`src/rtl/ooo_fetch2_decode_ctrl_if.sv`:
```
// ooo_fetch2_decode_ctrl_if: fetch2->decode handshake and payload bundle
// master: drives the fetch2 offer and the decode ready and observes the presented bundle.
// slave: the controller side; accepts the fetch2 offer and presents the head entry to decode.
interface ooo_fetch2_decode_ctrl_if;
    logic        f2_valid;
    logic [31:0] f2_pc;
    logic [31:0] f2_pc4;
    logic [31:0] f2_instr;
    logic        f2_prediction;
    logic        f2_mal_insn;
    logic        f2_fault_insn;
    logic        f2_ready;
    logic        dec_ready;
    logic        token;
    logic [31:0] pc;
    logic [31:0] pc4;
    logic [31:0] instr;
    logic        prediction;
    logic        mal_insn;
    logic        fault_insn;
    modport master (
        output f2_valid, f2_pc, f2_pc4, f2_instr, f2_prediction, f2_mal_insn, f2_fault_insn, dec_ready,
        input  f2_ready, token, pc, pc4, instr, prediction, mal_insn, fault_insn
    );
    modport slave (
        input  f2_valid, f2_pc, f2_pc4, f2_instr, f2_prediction, f2_mal_insn, f2_fault_insn, dec_ready,
        output f2_ready, token, pc, pc4, instr, prediction, mal_insn, fault_insn
    );
endinterface

```
`src/rtl/ooo_fetch2_decode_ctrl.sv`:
```
// ooo_fetch2_decode_ctrl: fetch2->decode instruction FIFO with fault fence, flush/freeze and bubble counter
// Ports: clk_i, rst_i (sync, active-high); flush_i drops all buffered and incoming entries;
// freeze_i holds all state; bus (slave) carries the fetch2 offer and decode bundle;
// occupancy_o is the entry count; bubble_count_o saturates counting cycles with no token.
module ooo_fetch2_decode_ctrl #(
    parameter int DEPTH  = 2,
    parameter int PERF_W = 32
) (
    input  logic                      clk_i,
    input  logic                      rst_i,
    input  logic                      flush_i,
    input  logic                      freeze_i,
    ooo_fetch2_decode_ctrl_if.slave   bus,
    output logic [$clog2(DEPTH):0]    occupancy_o,
    output logic [PERF_W-1:0]         bubble_count_o
);
    localparam int AW = $clog2(DEPTH);
    localparam logic [AW:0] FULL = (AW+1)'(DEPTH);
    localparam logic [AW:0] ONE = (AW+1)'(1);
    localparam logic [0:0] RUN = 1'b0;
    localparam logic [0:0] FENCED = 1'b1;
    typedef struct packed {
        logic [31:0] pc;
        logic [31:0] pc4;
        logic [31:0] instr;
        logic        prediction;
        logic        mal_insn;
        logic        fault_insn;
    } ent_t;
    ent_t          mem_q [DEPTH];
    ent_t          head;
    ent_t          wdata;
    logic [AW-1:0] rd_q;
    logic [AW-1:0] wr_q;
    logic [AW:0]   cnt_q;
    logic [0:0]    st_q;
    logic [PERF_W-1:0] bub_q;
    logic          enq;
    logic          deq;
    assign head  = mem_q[rd_q];
    assign wdata = '{bus.f2_pc, bus.f2_pc4, bus.f2_instr, bus.f2_prediction, bus.f2_mal_insn, bus.f2_fault_insn};
    // Back-pressure depends only on registered state plus flush/freeze, never on dec_ready.
    assign bus.f2_ready = (cnt_q < FULL) & ~flush_i & ~freeze_i & ~rst_i & (st_q == RUN);
    assign bus.token    = (cnt_q != '0) & ~flush_i & ~rst_i;
    assign bus.pc         = head.pc;
    assign bus.pc4        = head.pc4;
    assign bus.instr      = head.instr;
    assign bus.prediction = head.prediction;
    assign bus.mal_insn   = head.mal_insn;
    assign bus.fault_insn = head.fault_insn;
    assign enq = bus.f2_valid & bus.f2_ready;
    assign deq = bus.token & bus.dec_ready & ~freeze_i;
    assign occupancy_o    = cnt_q;
    assign bubble_count_o = bub_q;
    always_ff @(posedge clk_i) begin
        if (rst_i) begin
            rd_q  <= '0;
            wr_q  <= '0;
            cnt_q <= '0;
            st_q  <= RUN;
            bub_q <= '0;
            for (int i = 0; i < DEPTH; i++) mem_q[i] <= '0;
        end else begin
            if (!freeze_i && !bus.token && bub_q != '1) bub_q <= bub_q + 1'b1;
            if (flush_i) begin
                rd_q  <= '0;
                wr_q  <= '0;
                cnt_q <= '0;
                st_q  <= RUN;
            end else if (!freeze_i) begin
                if (enq) begin
                    mem_q[wr_q] <= wdata;
                    wr_q        <= wr_q + 1'b1;
                end
                if (deq) rd_q <= rd_q + 1'b1;
                cnt_q <= cnt_q + {{AW{1'b0}}, enq} - {{AW{1'b0}}, deq};
                // Fetch stops once a fault enqueues, so the faulting entry is the youngest:
                // it leaves exactly when the dequeue empties the buffer.
                if (enq && (wdata.mal_insn || wdata.fault_insn)) st_q <= FENCED;
                else if (deq && cnt_q == ONE) st_q <= RUN;
            end
        end
    end
endmodule

```
`src/flat_wrapper.sv`:
```
// flat-port wrapper written by rule: the top's interface ports become plain ports
module ooo_fetch2_decode_ctrl_flat 
#(
    parameter int DEPTH  = 2,
    parameter int PERF_W = 32
)
  (clk_i, rst_i, flush_i, freeze_i, occupancy_o, bubble_count_o, bus_f2_valid, bus_f2_pc, bus_f2_pc4, bus_f2_instr, bus_f2_prediction, bus_f2_mal_insn, bus_f2_fault_insn, bus_dec_ready, bus_f2_ready, bus_token, bus_pc, bus_pc4, bus_instr, bus_prediction, bus_mal_insn, bus_fault_insn);
  ooo_fetch2_decode_ctrl_if bus_i ();
  input  logic clk_i;
  input  logic rst_i;
  input  logic flush_i;
  input  logic freeze_i;
  output logic [$clog2(DEPTH):0] occupancy_o;
  output logic [PERF_W-1:0] bubble_count_o;
  input wire logic [$bits(bus_i.f2_valid)-1:0] bus_f2_valid;
  input wire logic [$bits(bus_i.f2_pc)-1:0] bus_f2_pc;
  input wire logic [$bits(bus_i.f2_pc4)-1:0] bus_f2_pc4;
  input wire logic [$bits(bus_i.f2_instr)-1:0] bus_f2_instr;
  input wire logic [$bits(bus_i.f2_prediction)-1:0] bus_f2_prediction;
  input wire logic [$bits(bus_i.f2_mal_insn)-1:0] bus_f2_mal_insn;
  input wire logic [$bits(bus_i.f2_fault_insn)-1:0] bus_f2_fault_insn;
  input wire logic [$bits(bus_i.dec_ready)-1:0] bus_dec_ready;
  output wire logic [$bits(bus_i.f2_ready)-1:0] bus_f2_ready;
  output wire logic [$bits(bus_i.token)-1:0] bus_token;
  output wire logic [$bits(bus_i.pc)-1:0] bus_pc;
  output wire logic [$bits(bus_i.pc4)-1:0] bus_pc4;
  output wire logic [$bits(bus_i.instr)-1:0] bus_instr;
  output wire logic [$bits(bus_i.prediction)-1:0] bus_prediction;
  output wire logic [$bits(bus_i.mal_insn)-1:0] bus_mal_insn;
  output wire logic [$bits(bus_i.fault_insn)-1:0] bus_fault_insn;
  assign bus_i.f2_valid = bus_f2_valid;
  assign bus_i.f2_pc = bus_f2_pc;
  assign bus_i.f2_pc4 = bus_f2_pc4;
  assign bus_i.f2_instr = bus_f2_instr;
  assign bus_i.f2_prediction = bus_f2_prediction;
  assign bus_i.f2_mal_insn = bus_f2_mal_insn;
  assign bus_i.f2_fault_insn = bus_f2_fault_insn;
  assign bus_i.dec_ready = bus_dec_ready;
  assign bus_f2_ready = bus_i.f2_ready;
  assign bus_token = bus_i.token;
  assign bus_pc = bus_i.pc;
  assign bus_pc4 = bus_i.pc4;
  assign bus_instr = bus_i.instr;
  assign bus_prediction = bus_i.prediction;
  assign bus_mal_insn = bus_i.mal_insn;
  assign bus_fault_insn = bus_i.fault_insn;
  ooo_fetch2_decode_ctrl #(.DEPTH(DEPTH), .PERF_W(PERF_W)) u_core (.clk_i(clk_i), .rst_i(rst_i), .flush_i(flush_i), .freeze_i(freeze_i), .bus(bus_i), .occupancy_o(occupancy_o), .bubble_count_o(bubble_count_o));
endmodule
```
`config.mk`:
```
export PLATFORM = sky130hd
export DESIGN_NAME = ooo_fetch2_decode_ctrl_flat
export DESIGN_NICKNAME = d
export VERILOG_FILES = /design/src/rtl/ooo_fetch2_decode_ctrl_if.sv /design/src/rtl/ooo_fetch2_decode_ctrl.sv /design/src/flat_wrapper.sv
export SDC_FILE = /design/constraint.sdc
export NUM_CORES = 1
export LEC_CHECK = 0
export ABC_AREA = 1
export CORE_MARGIN = 8
export CORE_UTILIZATION = 45
export CTS_BUF_LIST = sky130_fd_sc_hd__clkbuf_4
export CTS_CLUSTER_DIAMETER = 200
export DETAILED_ROUTE_END_ITERATION = 7
export PLACE_DENSITY = 0.74
export SLEW_MARGIN = 30
export SYNTH_ARGS = -nofsm -noshare
export SYNTH_HDL_FRONTEND = slang
export SYNTH_SLANG_ARGS = --single-unit
```
`constraint.sdc`:
```
create_clock -name clk_i -period 6.78 [get_ports clk_i]
set_input_delay 0.678 -clock clk_i [delete_from_list [all_inputs] [get_ports clk_i]]
set_output_delay 0.678 -clock clk_i [all_outputs]
set_load 0.01 [all_outputs]
```
# --- Word-level counts from Yosys, hierarchy flattened ---
# Memories as Yosys holds them, arrays and structs flattened. A register that Yosys moved wholly into a read port is not among the register bits.
# Index checks and enable logic that the tools add are counted.
word_totals:
  regBits: 37
  latch_bits: 0
  ram_bits: 198
  rom_bits: 0
  in_bits: 105
  out_inout_bits: 135
  wordCells: 55
  mem_count: 1
memory_table:
  columns: ["name", "words", "word_bits", "read_ports", "rd_ports_with_merged_regs", "write_ports", "line_no", "rtl"]
  rows:
  - ["u_core.mem_q", 2, 99, 1, 1, 2, "ooo_fetch2_decode_ctrl.sv:30", "ent_t mem_q [DEPTH];"]
op_classes:
  add_sub_neg: 5
  n_mul: 0
  div_mod_pow: 0
  magnitude_cmp: 1
  eq_ne: 2
  n_shift: 0
  n_mux: 14
  n_bitwise: 13
  n_reduce_logical: 14
ops:
  columns: ["operator", "count"]
  rows:
  - ["99-bit two-way mux", 1]
  - ["99-bit OR reduction", 1]
  - ["32-bit by 1-bit adder with 32-bit output (second input constant)", 1]
  - ["32-bit != test (second input constant)", 1]
  - ["1-bit two-way mux", 13]
  - ["1-bit AND", 9]
  - ["2-bit AND reduction", 3]
  - ["1-bit logical AND", 4]
  - ["1-bit NOT", 4]
  - ["2-bit nonzero test", 2]
  - ["1-bit adder (second input constant)", 2]
  - ["2-bit by 1-bit adder with 2-bit output", 1]
  - ["2-bit by 1-bit equality test with 1-bit output (second input constant)", 1]
  - ["1-bit zero test", 2]
  - ["2-bit less-than comparator (second input constant)", 1]
  - ["2-bit OR reduction", 1]
  - ["2-bit by 1-bit subtractor with 2-bit output", 1]
  - ["1-bit logical OR", 1]

# --- Logic depth before layout (Yosys ltp) ---
logic_depth:
  depth_word: 13
  mapped_depth: 12
  ltp_nobuf: 12

# --- Worst setup path after synthesis ---
# OpenSTA, ideal clock, no wires.
synth_path:
  path_type: "input-to-reg"
  start: "in rst_i"
  end: "mem u_core.mem_q[0][0] (netlist name) (enable)"
  setup_ns: 0.461
  arrival_ns: 3.638
  slack_ns: 2.681
  cell_stages: 9
  path_buffers: 2
  path_cell_list: "inv_2 nand2_2 inv_2 nand3_1 nor2_2 nand2_1 buf_4 buf_6 nand2_1"
synth_rtl:
  columns: ["element", "line_no", "rtl"]
  rows:
  - ["from (decl)", "flat_wrapper.sv:10", "input logic rst_i;"]
  - ["to (decl)", "ooo_fetch2_decode_ctrl.sv:30", null]

==> results.txt <==
----------------------------------------------------
[Place]
  Global placer's final weighted congestion ... 0.8249
  Port buffer count ... 239
  Number of cells in the design after placement ... 1,545
  Placed Area ... 13,520 um2
  DPL Wire Length ... 18,630 um

[Clocking]
  Longest Clk Path Bufs ... 3
  CTS clk-pin slew, worst paths ... 60 ps
  CTS sink count ... 236
  Clock tree from TritonCTS ... done
  Clock Tree Root ... sky130_fd_sc_hd__clkbuf_4
  Number of instances resized during post-cts repair ... 0
  Worst-Skew Late Latency ... 670 ps
  Total setup buffers inserted after CTS ... 0
  Hold-fix buffers, CTS ... 0
  Number of H-tree levels ... 2
  TritonCTS Buffers ... 60

[Yosys]
  Number of synthesized flops with an enable pin ... 198
  Mean instance size in the synthesized netlist ... 10.76 um2
  Register bit total from synthesis ... 236
  Distinct cells, synth ... 34
  Ys flop type ... sky130_fd_sc_hd__edfxtp_1
  Warnings from Yosys ... 0
  Cell area after synthesis ... 10,950 um2
  Gate Count Post-Synth ... 1,018
  Sequential cell area fraction in the yosys report ... 0.6124
  Ys async rst share ... 0
  Synthesized Nets ... 1,126

[Route]
  Post-detailed-routing wire length ... 27,630 um
  Per-cell via count in the routed design ... 4.828
  Number of detailed-routing iterations run before antenna repair ... 5
  Wire length on met1 ... 11,290 um
  Uppermost signal routing layer after detailed routing ... met4
  Drt wl/cell ... 16.66 um
  Initial drt markers ... 651
  Remaining routing DRC violations ... 0
  Number of nets with antenna violations after detailed routing ... 0
  Amount of wire on met3 after detailed routing ... 2461 um
  Routed wire length on met2 ... 13,280 um
  Total number of vias ... 8,005

[Finish]
  Most common library cell in the layout ignoring fill and taps ... sky130_fd_sc_hd__nor2_1
  Fraction of layout instances using a drive strength above 1 ... 0.1862
  Count of filler cells inserted in the layout ... 2,047
  Layout Utilization ... 0.5932
  Highest-count cells in the layout ignoring fill and taps ... 265 x sky130_fd_sc_hd__nor2_1, 239 x sky130_fd_sc_hd__clkdlybuf4s50_1, 198 x sky130_fd_sc_hd__edfxtp_1, 132 x sky130_fd_sc_hd__inv_1, 127 x sky130_fd_sc_hd__nand2_1
  Final layout net count ... 1,391
  Final instance area ... 14,300 um2
  Syn-to-layout area delta ... 30.59%
  Fin cells ... 1,658

[Global routing]
  Antenna violations before repair ... 2
  Vias in the first global route ... 7,953
  First-pass GRT wire length ... 41,460 um
  Maximum number of pins on one net before global-route repair ... 75
  Total grt overflow ... 0
  GR Util All Layers ... 0.1785

[Power and ir drop]
  Pleak ... 0.005671 uW
  Largest vdd supply drop ... 0.00009493 V
  Power density over cell area ... 215.4 nW/um2

[Setup path]
  Worst setup path category ... reg -> out
  Worst Setup End Kind ... output pin
  Arrival time at the worst endpoint ... 3100 ps
  Maximum fanout encountered on the critical timing path ... 59
  Startpoint Class ... flop
  Required time at the worst-slack endpoint ... 6100 ps

[Die]
  Site Rows ... 57
  Core box area ... 24,110 um2
  Die X ... 172.0 um
  Effective utilization at floorplan ... 0.4543
  Count of pins on the block boundary ... 240
  Area of the die ... 29,580 um2
  Y dimension of the die ... 172.0 um

[Timing]
  Final hold violation count ... 0
  Final critical-path required period ... 3783 ps
  Unrepaired setup endpoints after global routing ... false
  Final setup vio count ... 0
  Final clock skew ... 51.87 ps
  Transition at the pin with the smallest max-transition slack ... 861.8 ps
  Post-route fraction of the period consumed by the critical path ... 0.5579
  Final worst hold slack ... 469.6 ps
  Final-report max-slew violation count ... 0
  Max transition margin ... 0.4255
  Highest achievable clock rate ... 264.4 MHz
  Setup tns final ... 0 ps

[Run status]
  Status ... complete, no violations

[Worst hold path]
  Hold WC Path Type ... reg -> reg

[Flow run]
  Number of maximum-capacitance violations ... 0

----------------------------------------------------
-- logic make-up (layout without fill, tap and decap cells) --
group / count (synthesis) / count (layout) / share of synthesized area
compound gates: 36 / 36 / 0.02502
buf+inv: 177 / 491 / 0.07416
xor+xnor: 14 / 14 / 0.01120
other cells: 0 / 2 / 0
simple gates: 453 / 453 / 0.1720
mux: 99 / 99 / 0.1018
flops: 236 / 236 / 0.6124
fa+ha+maj: 3 / 3 / 0.003428
-- per-stage QoR --
stage | setup slack [ps] | power, uW
finish | 2997 | 3080
global route | 2816 | 3218
CTS | 2892 | 3121
detailed placement | 2440 | 1955
global placement | 2507 | 1950
floorplan | 2681 | 1789
-- worst paths after layout --
path	from	endpoint	slack (ps)	cells after the start
worst min register to register	u_core.st_q$_SDFFE_PP0P_	u_core.st_q$_SDFFE_PP0P_	470	2
worst max-delay path	flop	bus_pc4[6]	3000	3
worst min-delay path	u_core.st_q$_SDFFE_PP0P_	u_core.st_q$_SDFFE_PP0P_	470	2
worst max register to register	u_core.occupancy_o[1]$_SDFFE_PP0N_	u_core.mem_q[0][93]$_SDFFCE_PN0P_	4130	6
-- cells in the mapped netlist (3+ instances only) --
master                     instances  area share
sky130_fd_sc_hd__nor2_1          265       0.091
sky130_fd_sc_hd__edfxtp_1        198        0.54
sky130_fd_sc_hd__inv_1           132       0.045
sky130_fd_sc_hd__nand2_1         131       0.045
sky130_fd_sc_hd__mux2_2           99        0.10
sky130_fd_sc_hd__dfxtp_1          38       0.069
sky130_fd_sc_hd__buf_2            23       0.011
sky130_fd_sc_hd__a21oi_2          20       0.016
sky130_fd_sc_hd__nand3_1          16      0.0073
sky130_fd_sc_hd__buf_6            12       0.012
sky130_fd_sc_hd__nand4_1          10      0.0057
sky130_fd_sc_hd__nand2_2           9      0.0051
sky130_fd_sc_hd__xor2_1            8      0.0064
sky130_fd_sc_hd__nor3_1            7      0.0032
sky130_fd_sc_hd__o21ai_0           6      0.0027
sky130_fd_sc_hd__xnor2_1           6      0.0048
sky130_fd_sc_hd__a21oi_1           5      0.0023
sky130_fd_sc_hd__nor2_2            5      0.0029
sky130_fd_sc_hd__clkbuf_1          4      0.0014
sky130_fd_sc_hd__ha_1              3      0.0034
sky130_fd_sc_hd__nor2_4            3      0.0031
-- state kept, by name (all words and copies together), names as in the netlist, named ones only --
signal and count:
u_core.bubble_count_o 32, u_core.mem_q 198, u_core.occupancy_o 2, u_core.rd_q 1, u_core.st_q 1, u_core.wr_q 1
-- routing by layer --
metal,global-route usage,vias up
li1,-,3885
met3,0.05297,50
met2,0.3027,302
met4,0.05847,0
met1,0.2150,3768
met5,0,-
-- power by group --
group          leakage, uW  total [uW]  switching, uW  internal [uW]
Clock             0.000445        1160            571            588
Combinational      0.00289         281            134            147
Sequential         0.00234        1640           15.8           1620
Total              0.00567        3080            721           2360
-- critical path, stage by stage (launching register included) --
cell,delay [ps]
sky130_fd_sc_hd__dfxtp_4,890
sky130_fd_sc_hd__buf_4,600
sky130_fd_sc_hd__mux2_2,390
sky130_fd_sc_hd__clkdlybuf4s50_1,520
-- final cells by class --
| class | instances | area [um2] | share of cell area |
|---|---|---|---|
| diodes | 2 | 5.005 | 0.0003500 |
| flip-flops and latches | 236 | 6710 | 0.4692 |
| well taps | 324 | 405.4 | 0.02835 |
| clock buffers | 86 | 645.6 | 0.04515 |
| multi-input cells | 605 | 3480 | 0.2433 |
| inverters | 135 | 509.2 | 0.03561 |
| clock inverters | 25 | 107.6 | 0.007525 |
| repair buffers | 245 | 2437 | 0.1704 |
No activity file was read; power rests on OpenSTA's default activity.
